===== src/rtl/alu_seq_pkg.sv =====
// Shared definitions for the FP ALU command sequencer.
//   - opcode encodings, flag bit positions and the illegal-op flag pattern
//   - FSM state encoding
//   - canonical quiet-NaN results for SP and HP
package alu_seq_pkg;

    localparam logic [2:0] OP_ADD = 3'b000;
    localparam logic [2:0] OP_SUB = 3'b001;
    localparam logic [2:0] OP_MUL = 3'b010;
    localparam logic [2:0] OP_DIV = 3'b011;

    // Flag vector layout: {invalid, div0, ovf, unf, inexact}
    localparam int unsigned FLAG_INVALID = 4;
    localparam int unsigned FLAG_DIV0    = 3;
    localparam int unsigned FLAG_OVF     = 2;
    localparam int unsigned FLAG_UNF     = 1;
    localparam int unsigned FLAG_INEXACT = 0;

    localparam logic [4:0] FLAGS_ILLEGAL = 5'b10000;

    localparam logic [31:0] QNAN_SP = 32'h7FC0_0000;
    localparam logic [31:0] QNAN_HP = 32'h0000_7E00;

    typedef enum logic [1:0] {
        StIdle    = 2'd0,
        StIssue   = 2'd1,
        StRelease = 2'd2,
        StResp    = 2'd3
    } seq_state_e;

    // Opcodes 100-111 are reserved.
    function automatic logic op_is_legal(input logic [2:0] op);
        return ~op[2];
    endfunction

    function automatic logic [31:0] qnan_for(input logic mode_sp);
        return mode_sp ? QNAN_SP : QNAN_HP;
    endfunction

endpackage


===== src/rtl/alu_cmd_sequencer.sv =====
// alu_cmd_sequencer: initiator side of the FP ALU start/valid_out handshake.
// Accepts one command at a time on a valid/ready port, runs it on the ALU, and
// returns result, flags and tag on a valid/ready response port. Illegal opcodes
// are answered directly with a qNaN and the invalid flag; an op that does not
// complete within TIMEOUT_CYCLES is aborted and reported with rsp_timeout.
//
// Ports:
//   clk, rst                       clock, asynchronous active-high reset
//   cmd_valid/cmd_ready            command handshake
//   cmd_a, cmd_b, cmd_op,
//   cmd_mode, cmd_round, cmd_tag   command payload (mode 1=SP, 0=HP)
//   alu_op_a/_b, alu_op_code,
//   alu_mode_fp, alu_round_mode    registered operands to the ALU
//   alu_start                      ALU start request
//   alu_result, alu_valid_out,
//   alu_flags                      ALU completion
//   rsp_valid/rsp_ready            response handshake
//   rsp_result, rsp_flags,
//   rsp_tag, rsp_timeout           response payload
//   busy                           sequencer not idle
//
// Optional build macro ALU_SEQ_STICKY_FLAGS_EN adds sticky_clr (in) and
// sticky_flags (out): an OR-accumulation of rsp_flags over completed
// non-timeout responses.
module alu_cmd_sequencer
    import alu_seq_pkg::*;
#(
    parameter int unsigned TAG_W          = 4,
    parameter int unsigned TIMEOUT_CYCLES = 256
) (
    input  logic             clk,
    input  logic             rst,
    input  logic             cmd_valid,
    output logic             cmd_ready,
    input  logic [31:0]      cmd_a,
    input  logic [31:0]      cmd_b,
    input  logic [2:0]       cmd_op,
    input  logic             cmd_mode,
    input  logic             cmd_round,
    input  logic [TAG_W-1:0] cmd_tag,
    output logic [31:0]      alu_op_a,
    output logic [31:0]      alu_op_b,
    output logic [2:0]       alu_op_code,
    output logic             alu_mode_fp,
    output logic             alu_round_mode,
    output logic             alu_start,
    input  logic [31:0]      alu_result,
    input  logic             alu_valid_out,
    input  logic [4:0]       alu_flags,
    output logic             rsp_valid,
    input  logic             rsp_ready,
    output logic [31:0]      rsp_result,
    output logic [4:0]       rsp_flags,
    output logic [TAG_W-1:0] rsp_tag,
    output logic             rsp_timeout,
    output logic             busy
`ifdef ALU_SEQ_STICKY_FLAGS_EN
    ,
    input  logic             sticky_clr,
    output logic [4:0]       sticky_flags
`endif
);

    localparam int unsigned CNT_W = (TIMEOUT_CYCLES > 1) ? $clog2(TIMEOUT_CYCLES) : 1;
    localparam logic [CNT_W-1:0] CNT_MAX = CNT_W'(TIMEOUT_CYCLES - 1);

    seq_state_e       state_q, state_d;
    logic [CNT_W-1:0] cnt_q;
    logic             start_d;
    logic             accept;
    logic             capture;
    logic             abort;
    logic             rsp_done;

    // ------------------------------------------------------------------
    // FSM
    // ------------------------------------------------------------------
    always_ff @(posedge clk or posedge rst) begin
        if (rst) begin
            state_q <= StIdle;
        end else begin
            state_q <= state_d;
        end
    end

    always_comb begin
        state_d  = state_q;
        start_d  = alu_start;
        accept   = 1'b0;
        capture  = 1'b0;
        abort    = 1'b0;
        rsp_done = 1'b0;
        unique case (state_q)
            StIdle: begin
                if (cmd_valid) begin
                    accept = 1'b1;
                    if (op_is_legal(cmd_op)) begin
                        state_d = StIssue;
                        start_d = 1'b1;
                    end else begin
                        state_d = StResp;
                    end
                end
            end
            StIssue: begin
                // Completion takes priority over a timeout in the same cycle.
                if (alu_valid_out) begin
                    capture = 1'b1;
                    start_d = 1'b0;
                    state_d = StRelease;
                end else if (cnt_q == CNT_MAX) begin
                    abort   = 1'b1;
                    start_d = 1'b0;
                    state_d = StResp;
                end
            end
            StRelease: begin
                // Hold off until the ALU drops valid_out so the next start
                // can never overlap the previous completion.
                if (!alu_valid_out) begin
                    state_d = StResp;
                end else if (cnt_q == CNT_MAX) begin
                    abort   = 1'b1;
                    state_d = StResp;
                end
            end
            StResp: begin
                if (rsp_ready) begin
                    rsp_done = 1'b1;
                    state_d  = StIdle;
                end
            end
            default: state_d = StIdle;
        endcase
    end

    // Gated by rst so the port reads 0 while reset is held.
    assign cmd_ready = (state_q == StIdle) && !rst;
    assign rsp_valid = (state_q == StResp);
    assign busy      = (state_q != StIdle);

    // ------------------------------------------------------------------
    // Timeout counter: saturates so a late valid_out in RELEASE still
    // sees the budget as exhausted.
    // ------------------------------------------------------------------
    always_ff @(posedge clk or posedge rst) begin
        if (rst) begin
            cnt_q <= '0;
        end else if (accept) begin
            cnt_q <= '0;
        end else if ((state_q == StIssue || state_q == StRelease) && cnt_q != CNT_MAX) begin
            cnt_q <= cnt_q + 1'b1;
        end
    end

    // ------------------------------------------------------------------
    // ALU drive and response capture
    // ------------------------------------------------------------------
    always_ff @(posedge clk or posedge rst) begin
        if (rst) begin
            alu_op_a       <= '0;
            alu_op_b       <= '0;
            alu_op_code    <= '0;
            alu_mode_fp    <= 1'b0;
            alu_round_mode <= 1'b0;
            alu_start      <= 1'b0;
            rsp_result     <= '0;
            rsp_flags      <= '0;
            rsp_tag        <= '0;
            rsp_timeout    <= 1'b0;
        end else begin
            alu_start <= start_d;
            if (accept) begin
                alu_op_a       <= cmd_a;
                alu_op_b       <= cmd_b;
                alu_op_code    <= cmd_op;
                alu_mode_fp    <= cmd_mode;
                alu_round_mode <= cmd_round;
                rsp_tag        <= cmd_tag;
                rsp_timeout    <= 1'b0;
                if (!op_is_legal(cmd_op)) begin
                    rsp_result <= qnan_for(cmd_mode);
                    rsp_flags  <= FLAGS_ILLEGAL;
                end
            end
            if (capture) begin
                rsp_result <= alu_result;
                rsp_flags  <= alu_flags;
            end
            if (abort) begin
                rsp_result  <= '0;
                rsp_flags   <= '0;
                rsp_timeout <= 1'b1;
            end
        end
    end

`ifdef ALU_SEQ_STICKY_FLAGS_EN
    // A flag set in the same cycle as a clear survives the clear.
    always_ff @(posedge clk or posedge rst) begin
        if (rst) begin
            sticky_flags <= '0;
        end else if (rsp_done && !rsp_timeout) begin
            sticky_flags <= (sticky_clr ? 5'b0 : sticky_flags) | rsp_flags;
        end else if (sticky_clr) begin
            sticky_flags <= '0;
        end
    end
`endif

endmodule


===== config.mk =====
export PLATFORM = sky130hd
export DESIGN_NAME = alu_cmd_sequencer
export DESIGN_NICKNAME = d
export VERILOG_FILES = /design/src/rtl/alu_seq_pkg.sv /design/src/rtl/alu_cmd_sequencer.sv
export SDC_FILE = /design/constraint.sdc
export NUM_CORES = 1
export LEC_CHECK = 0
export ABC_AREA = 1
export CORE_ASPECT_RATIO = 2
export CORE_UTILIZATION = 46
export CTS_CLUSTER_DIAMETER = 60
export CTS_CLUSTER_SIZE = 25
export DETAILED_ROUTE_END_ITERATION = 8
export PLACE_DENSITY = 0.83
export SETUP_SLACK_MARGIN = 0.15
export SLEW_MARGIN = 20
export SYNTH_ARGS = -nofsm -noshare
export SYNTH_HDL_FRONTEND = slang
export SYNTH_SLANG_ARGS = --single-unit
export TNS_END_PERCENT = 5

===== constraint.sdc =====
create_clock -name clk -period 9.5 [get_ports clk]
set_input_delay 1.9 -clock clk [delete_from_list [all_inputs] [get_ports clk]]
set_output_delay 1.9 -clock clk [all_outputs]
set_load 0.1 [all_outputs]

After elaboration in Yosys (flattened, before gate mapping)
Index checks and enable logic that the tools add are counted.

word-level totals
  flip-flop bits (word level) = 122
  input port bits = 115
  output and inout port bits = 115
  logic and storage cells = 69

cells by class
  add/subtract/negate cells = 1
  equal/unequal tests = 9
  mux-type cells = 33
  reduce and logical (&&, ||, !) cells = 14

operators with widths
  kind                                                 number
  two-way mux 32 bit                                   4
  two-way mux 31 bit                                   1
  two-way mux 5 bit                                    4
  two-way mux 8 bit                                    2
  two-way mux 1 bit                                    13
  two-way mux 2 bit                                    6
  adder 8 x 1 -> 8 bit, second input constant          1
  equality test 8 bit, second input constant           1
  != test 8 bit, second input constant                 1
  case mux 2 bit (4 select lines)                      1
  nonzero test 2 bit                                   4
  nonzero test 3 bit                                   2
  equality test 2 bit, second input constant           2
  != test 2 bit, second input constant                 2
  case mux 1 bit (2 select lines)                      2
  AND reduction 2 bit                                  2
  AND reduction 4 bit                                  1
  != test 3 bit, second input constant                 1
  equality test 2 x 1 -> 1 bit, second input constant  1
  logical AND 1 bit                                    2
  zero test 2 bit                                      1
  != test 2 x 1 -> 1 bit, second input constant        1
  zero test 1 bit                                      1
  logical OR 1 bit                                     1

Logic depth before layout (Yosys ltp)
Gate-level depths: netlist of run 1.

  depth after elaboration = 6
  mapped depth = 12
  gate-level depth less buffers = 11

Least setup slack after synthesis of run 1
No wires, ideal clock.

  kind = input -> output
  start = in rst
  end = out cmd_ready
  data arrival time = 3.153 ns
  required time = 7.600 ns
  path slack = 4.447 ns
  stages = 1
  buffers on the path = 0
  cell sequence = nor2_1

on the way
  word-level cells in the longest chain between the ends = 2

ends and longest elaborated chain
  what                              line                      RTL
  start, declared                   alu_cmd_sequencer.sv:32   input logic rst,
  zero test 1 bit (no source line)  -
  logical AND 1 bit                 alu_cmd_sequencer.sv:138  assign cmd_ready = (state_q == StIdle) && !rst;
  end, declared                     alu_cmd_sequencer.sv:34   output logic cmd_ready,

Every way passes these cells.

Worst setup path in the final report of run 1
Ends and elaborated chain as after synthesis.

==> qor.csv, run 1 <==
stage;metric;value;unit
layout;final_cell_mix;nand2_1 (338), clkdlybuf4s50_1 (229), dfrtp_1 (122);
detailed_routing;viasPerCell;4.92;
detailed_routing;drt-total-wl;15200;um
sta;period_needed;5550;ps
critical_path;critical_path_arrival;3650;ps
layout;nets;984;
clocking;insertion_delay;410;ps
global_routing;overflow;0;
synth;synth_area;0.00546;mm^2
floorplan;row_count;56;
global_routing;grt_pass1_vias;5058;
sta;max_freq;0.180;GHz
critical_path;path_class;input port to primary output;
clocking;cts.sinks;122;
place;gp_congestion;0.837;
synth;ys_ff_latch;122;
synth;syn_nets;764;
sta;finalSetupTns;0;ps
synth;seq_area_frac_synth;0.559;
clocking;cts.repair.resized;0;
place;hpwl;10600;um
detailed_routing;routedWlPerCell;14.9;um
clocking;postCtsSetupBuffers;0;
global_routing;met1_usage;0.266;
floorplan;core;0.0116;mm^2
layout;area_growth;53.6;%
layout;layout_commonest_cell;nand2_1;
floorplan;pin_count;230;
floorplan;dieArea;0.0123;mm^2
detailed_routing;final_antenna_net_count;0;
global_routing;antenna_found_initial;0;
sta;setup_viol;0;
critical_path;worst-r2r-cell-count;11;
floorplan;die_height;156;um
synth;ys_warn_count;0;
synth;synth_cell_types;26;
sta;final-hold-violation-count;0;
critical_path;cp.required;7600;ps
clocking;cts-root-buf;clkbuf_16;
synth;synth_top_area_cell;dfrtp_1;
synth;synthCells;642;
critical_path;crit_fanout;2;
worst_hold_path;hold_class;flip-flop to flip-flop;
clocking;htree_levels;4;
clocking;cts_tree;built;
sta;skew;11.7;ps
clocking;clk_path_buf_depth;2;
layout;drive_gt1_frac;0.0834;
sta;rsz0062_at_grt;no;
sta;hold-worst-slack;477;ps
detailed_routing;drc;0;
sta;worst_pin_slew;1060;ps
detailed_routing;vias;5015;
critical_path;crit_path_end_kind;primary output;
floorplan;die_w;79.0;um
global_routing;use_met3;0.0637;
worst_hold_path;min_path_cells;2;
synth;synth_top_area_frac;0.559;
clocking;cts_hold_buf;0;
run_status;status;finished, final reports clean;
sta;fin_crit_sh;0.584;
floorplan;start_util;0.469;
clocking;clk_pin_slew;50;ps
detailed_routing;drt_iter0_drc;232;
synth;syn_area_per_cell;8.50;um^2
global_routing;track_usage;0.252;
global_routing;met2_usage;0.441;
flow_run;drv_cap;0;
synth;synthTopCellsByArea;dfrtp_1 (56%), nand2_1 (23%), nand3_2 (3.9%);
layout;diodes;0;
critical_path;startpoint_type;input port;
global_routing;grt_max_degree;85;
place;portBuffers;229;
global_routing;grt_pass1_wl;23700;um
global_routing;grt.busiest_layer;met2;
clocking;numCtsBuffers;17;
sta;maxSlewViolCount;0;
sta;slew_headroom;0.293;
detailed_routing;first_pass_iters;4;
==> layer usage <==
metal  up-vias  routed length, um
li1       2421                  -
met1      2344               5560
met2       203               8140
met3        47                854
met4         0                612
met5         -                  0
==> Yosys cell counts, drive strengths merged <==
cell type and n:
buf 25, nand2 345, o21ai 8, o22ai 2
nor2 16, nor3 1, nand4 6, xor2 1
nand3 60, dfrtp 122, or2 3, a21oi 5
clkbuf 5, ha 7, inv 36
==> cells by family after synthesis <==
group | share of synthesized area
DFF | 0.559
xor gates and xnor gates | 0.00161
buffers and inverters | 0.0633
AOI/OAI and AO/OA | 0.0163
adders and majority gates | 0.0160
and+or+nand+nor | 0.343
==> layout make-up <==
type                       count  area (um^2)
sequential                   122         3050
multi-input combinational    454         2060
fill                         862         3250
tap                          145          181
clock buffer                  21          450
timing repair buffer         231         2310
clock inverter                11          194
inverter                      36          140
==> stage by stage <==
step | std cells | util | area (um^2) | setup WS [ps]
finish | 1020 | 0.721 | 8390 | 3950
global route | 1020 | 0.721 | 8390 | 3910
CTS | 1020 | 0.721 | 8390 | 3940
detailed placement | 988 | 0.666 | 7740 | 3940
global placement | 988 | 0.665 | 7740 | 3960
floorplan | 642 | - | 5460 | 4360
==> worst paths after layout <==
kind                              start  slack, ps              to
setup / recovery                    rst       3950       cmd_ready
hold / removal             alu_op_a[24]        480    alu_op_a[24]
setup reg to reg             state_q[1]       6860  rsp_result[26]
hold reg to reg            alu_op_a[24]        480    alu_op_a[24]
max in group asynchronous           rst       6200    alu_op_b[14]
min in group asynchronous           rst       1970      state_q[1]
==> registers in the layout, indices dropped and copies added (netlist names) <==
signal	cells
rsp_flags	5
alu_start	1
rsp_timeout	1
alu_op_b	32
rsp_tag	4
alu_op_a	32
alu_mode_fp	1
alu_op_code	3
alu_round_mode	1
cnt_q	8
rsp_result	32
state_q	2
==> critical path, stage by stage <==
cell and delay [ps]:
clkdlybuf4s50_1 460, nor2_1 140, clkdlybuf4s50_1 1150
Power of run 1 is left out: the tool's default activity adds up to more than one toggle a clock period on the data nets, which glitch-free logic cannot reach.
==> inputs of run 2 (changes only) <==
--- a/config.mk
+++ b/config.mk
@@ -7,11 +7,11 @@
 export LEC_CHECK = 0
 export ABC_AREA = 1
 export CORE_ASPECT_RATIO = 2
-export CORE_UTILIZATION = 46
+export CORE_UTILIZATION = 43
 export CTS_CLUSTER_DIAMETER = 60
 export CTS_CLUSTER_SIZE = 25
 export DETAILED_ROUTE_END_ITERATION = 8
-export PLACE_DENSITY = 0.83
+export PLACE_DENSITY = 0.78
 export SETUP_SLACK_MARGIN = 0.15
 export SLEW_MARGIN = 20
 export SYNTH_ARGS = -nofsm -noshare
==> constraint.sdc (replaced) <==
create_clock -name clk -period 5.45 [get_ports clk]
set_input_delay 1.09 -clock clk [delete_from_list [all_inputs] [get_ports clk]]
set_output_delay 1.09 -clock clk [all_outputs]
set_load 0.1 [all_outputs]
==> run 2 against run 1 <==
Clock-buffer cell count shrank 2. Via count shrank 0.36%. Sequential share of layout area is essentially flat. Sequential cell count is the same. Core utilization shrank 3.7 points. Die area grew 6.8%. Non-clock buffer count grew 2. Register-to-register slack lost 3900 ps. First-iteration DRC count shrank 19%. Global-route usage shrank 0.63 points. Largest cell class unchanged. Highest routed layer unchanged.
==> qor.csv, run 2 (synthesis results as in run 1) <==
stage;metric;value;unit;change
critical_path;crit_fanout;2;;unchanged
flow_run;drv_cap;0;;unchanged
detailed_routing;first_pass_iters;4;;unchanged
critical_path;startpoint_type;input port;;
clocking;cts-root-buf;clkbuf_16;;
global_routing;overflow;0;;unchanged
critical_path;crit_start;rst;;
global_routing;grt_pass1_vias;5150;;+1.8%
floorplan;core;0.0123;mm^2;+5.5%
place;gp_congestion;0.835;;-0.25%
critical_path;regToRegSetupSlack;2960;ps;-3900 ps
clocking;cts_tree;built;;
layout;diodes;0;;unchanged
sta;setup_viol;0;;unchanged
sta;rsz0062_at_grt;no;;
layout;area_growth;53.8;%;about the same
clocking;insertion_delay;400;ps;about the same
detailed_routing;final_antenna_net_count;0;;unchanged
floorplan;row_count;57;;+1.8%
detailed_routing;drt_iter0_drc;189;;-19%
run_status;status;finished, final reports clean;;
clocking;clk_path_buf_depth;2;;unchanged
floorplan;start_util;0.445;;-0.0243
layout;reg_top3;alu_op_a x32, alu_op_b x32, rsp_result x32;;
floorplan;die_w;81.7;um;+3.3%
layout;nets;986;;+0.20%
detailed_routing;viasPerCell;4.88;;-0.75%
clocking;cts_hold_buf;0;;unchanged
global_routing;met1_usage;0.252;;-0.0147
floorplan;pin_count;230;;unchanged
global_routing;track_usage;0.246;;-0.00632
critical_path;path_class;input port to primary output;;
clocking;postCtsSetupBuffers;0;;unchanged
sta;skew;5.32;ps;-6.38 ps
sta;worst_pin_slew;1050;ps;-4.22 ps
place;portBuffers;229;;unchanged
clocking;cts.sinks;122;;unchanged
layout;final_cell_mix;nand2_1 (338), clkdlybuf4s50_1 (229), dfrtp_1 (122);;
place;hpwl;10900;um;+2.6%
detailed_routing;drt-total-wl;15300;um;+1.2%
layout;layout_commonest_cell;nand2_1;;
worst_hold_path;hold_class;flip-flop to flip-flop;;
sta;final-hold-violation-count;0;;unchanged
global_routing;antenna_found_initial;0;;unchanged
floorplan;die_height;161;um;+3.4%
critical_path;crit_path_end_kind;primary output;;
clocking;cts.repair.resized;0;;unchanged
critical_path;r2r-start;state_q[1];;
global_routing;grt.busiest_layer;met2;;
global_routing;grt_max_degree;85;;unchanged
critical_path;critical_path_arrival;2820;ps;-830 ps
clocking;clk_pin_slew;50;ps;about the same
sta;maxSlewViolCount;0;;unchanged
sta;slew_headroom;0.296;;+0.00282
worst_hold_path;min_path_cells;2;;unchanged
detailed_routing;routedWlPerCell;15.0;um;+0.79%
global_routing;use_met3;0.0610;;-0.00273
global_routing;met2_usage;0.450;;+0.00873
sta;finalSetupTns;0;ps;unchanged
sta;period_needed;3910;ps;
global_routing;grt_pass1_wl;24400;um;+2.7%
detailed_routing;drc;0;;unchanged
clocking;htree_levels;4;;unchanged
sta;fin_crit_sh;0.717;;
sta;max_freq;0.256;GHz;
floorplan;dieArea;0.0132;mm^2;+6.8%
critical_path;worst-r2r-cell-count;7;;-4
clocking;numCtsBuffers;17;;unchanged
layout;drive_gt1_frac;0.0878;;+0.00437
critical_path;cp.required;4360;ps;-3240 ps
detailed_routing;vias;4997;;-0.36%
sta;hold-worst-slack;476;ps;-1.76 ps
layout;fillerInstances;954;;+11%
worst_hold_path;min_from;alu_op_b[17];;
-- run 2: cell types whose count changed in the layout (fill, tap and decap cells not counted), sizes merged --
cell	change
bufinv	-1
inv	+1
buf	+2
clkbuf	-2
clkinv	-1
clkinvlp	+3
-- run 2: per-stage QoR --
step / instance area (um^2) / instances / util / worst slack (ps)
2_1_floorplan: 5460 / 642 / - / 1120
6_report: 8390 / 1024 / 0.684 / 1540
3_3_place_gp: 7760 / 992 / 0.632 / 1530
3_5_place_dp: 7760 / 992 / 0.632 / 1530
4_1_cts: 8390 / 1024 / 0.684 / 1540
5_1_grt: 8390 / 1024 / 0.684 / 1470
-- run 2: final timing paths --
kind	to
setup / recovery	cmd_ready
hold / removal	alu_op_b[17]
setup reg to reg	rsp_result[3]
hold reg to reg	alu_op_b[17]
max in group asynchronous	rsp_flags[2]
min in group asynchronous	rsp_tag[1]
-- run 2: area by class of cell --
class | count | area [um^2] | area share
clock buffer | 19 | 443 | 0.0528
tap | 147 | 184 | 0.0219
sequential | 122 | 3050 | 0.364
multi-input combinational | 454 | 2060 | 0.245
inverter | 36 | 138 | 0.0164
clock inverter | 13 | 194 | 0.0231
timing repair buffer | 233 | 2320 | 0.277
-- run 2: critical path, stage by stage --
cell and delay, ps:
clkdlybuf4s50_1 460, nor2_1 120, clkdlybuf4s50_1 1140
-- run 2: layer usage --
layer | vias up | wire, um
met4 | 0 | 491
met1 | 2341 | 5440
met5 | - | 0
met3 | 35 | 950
li1 | 2423 | -
met2 | 198 | 8470
Power of run 2 is left out for the same reason.
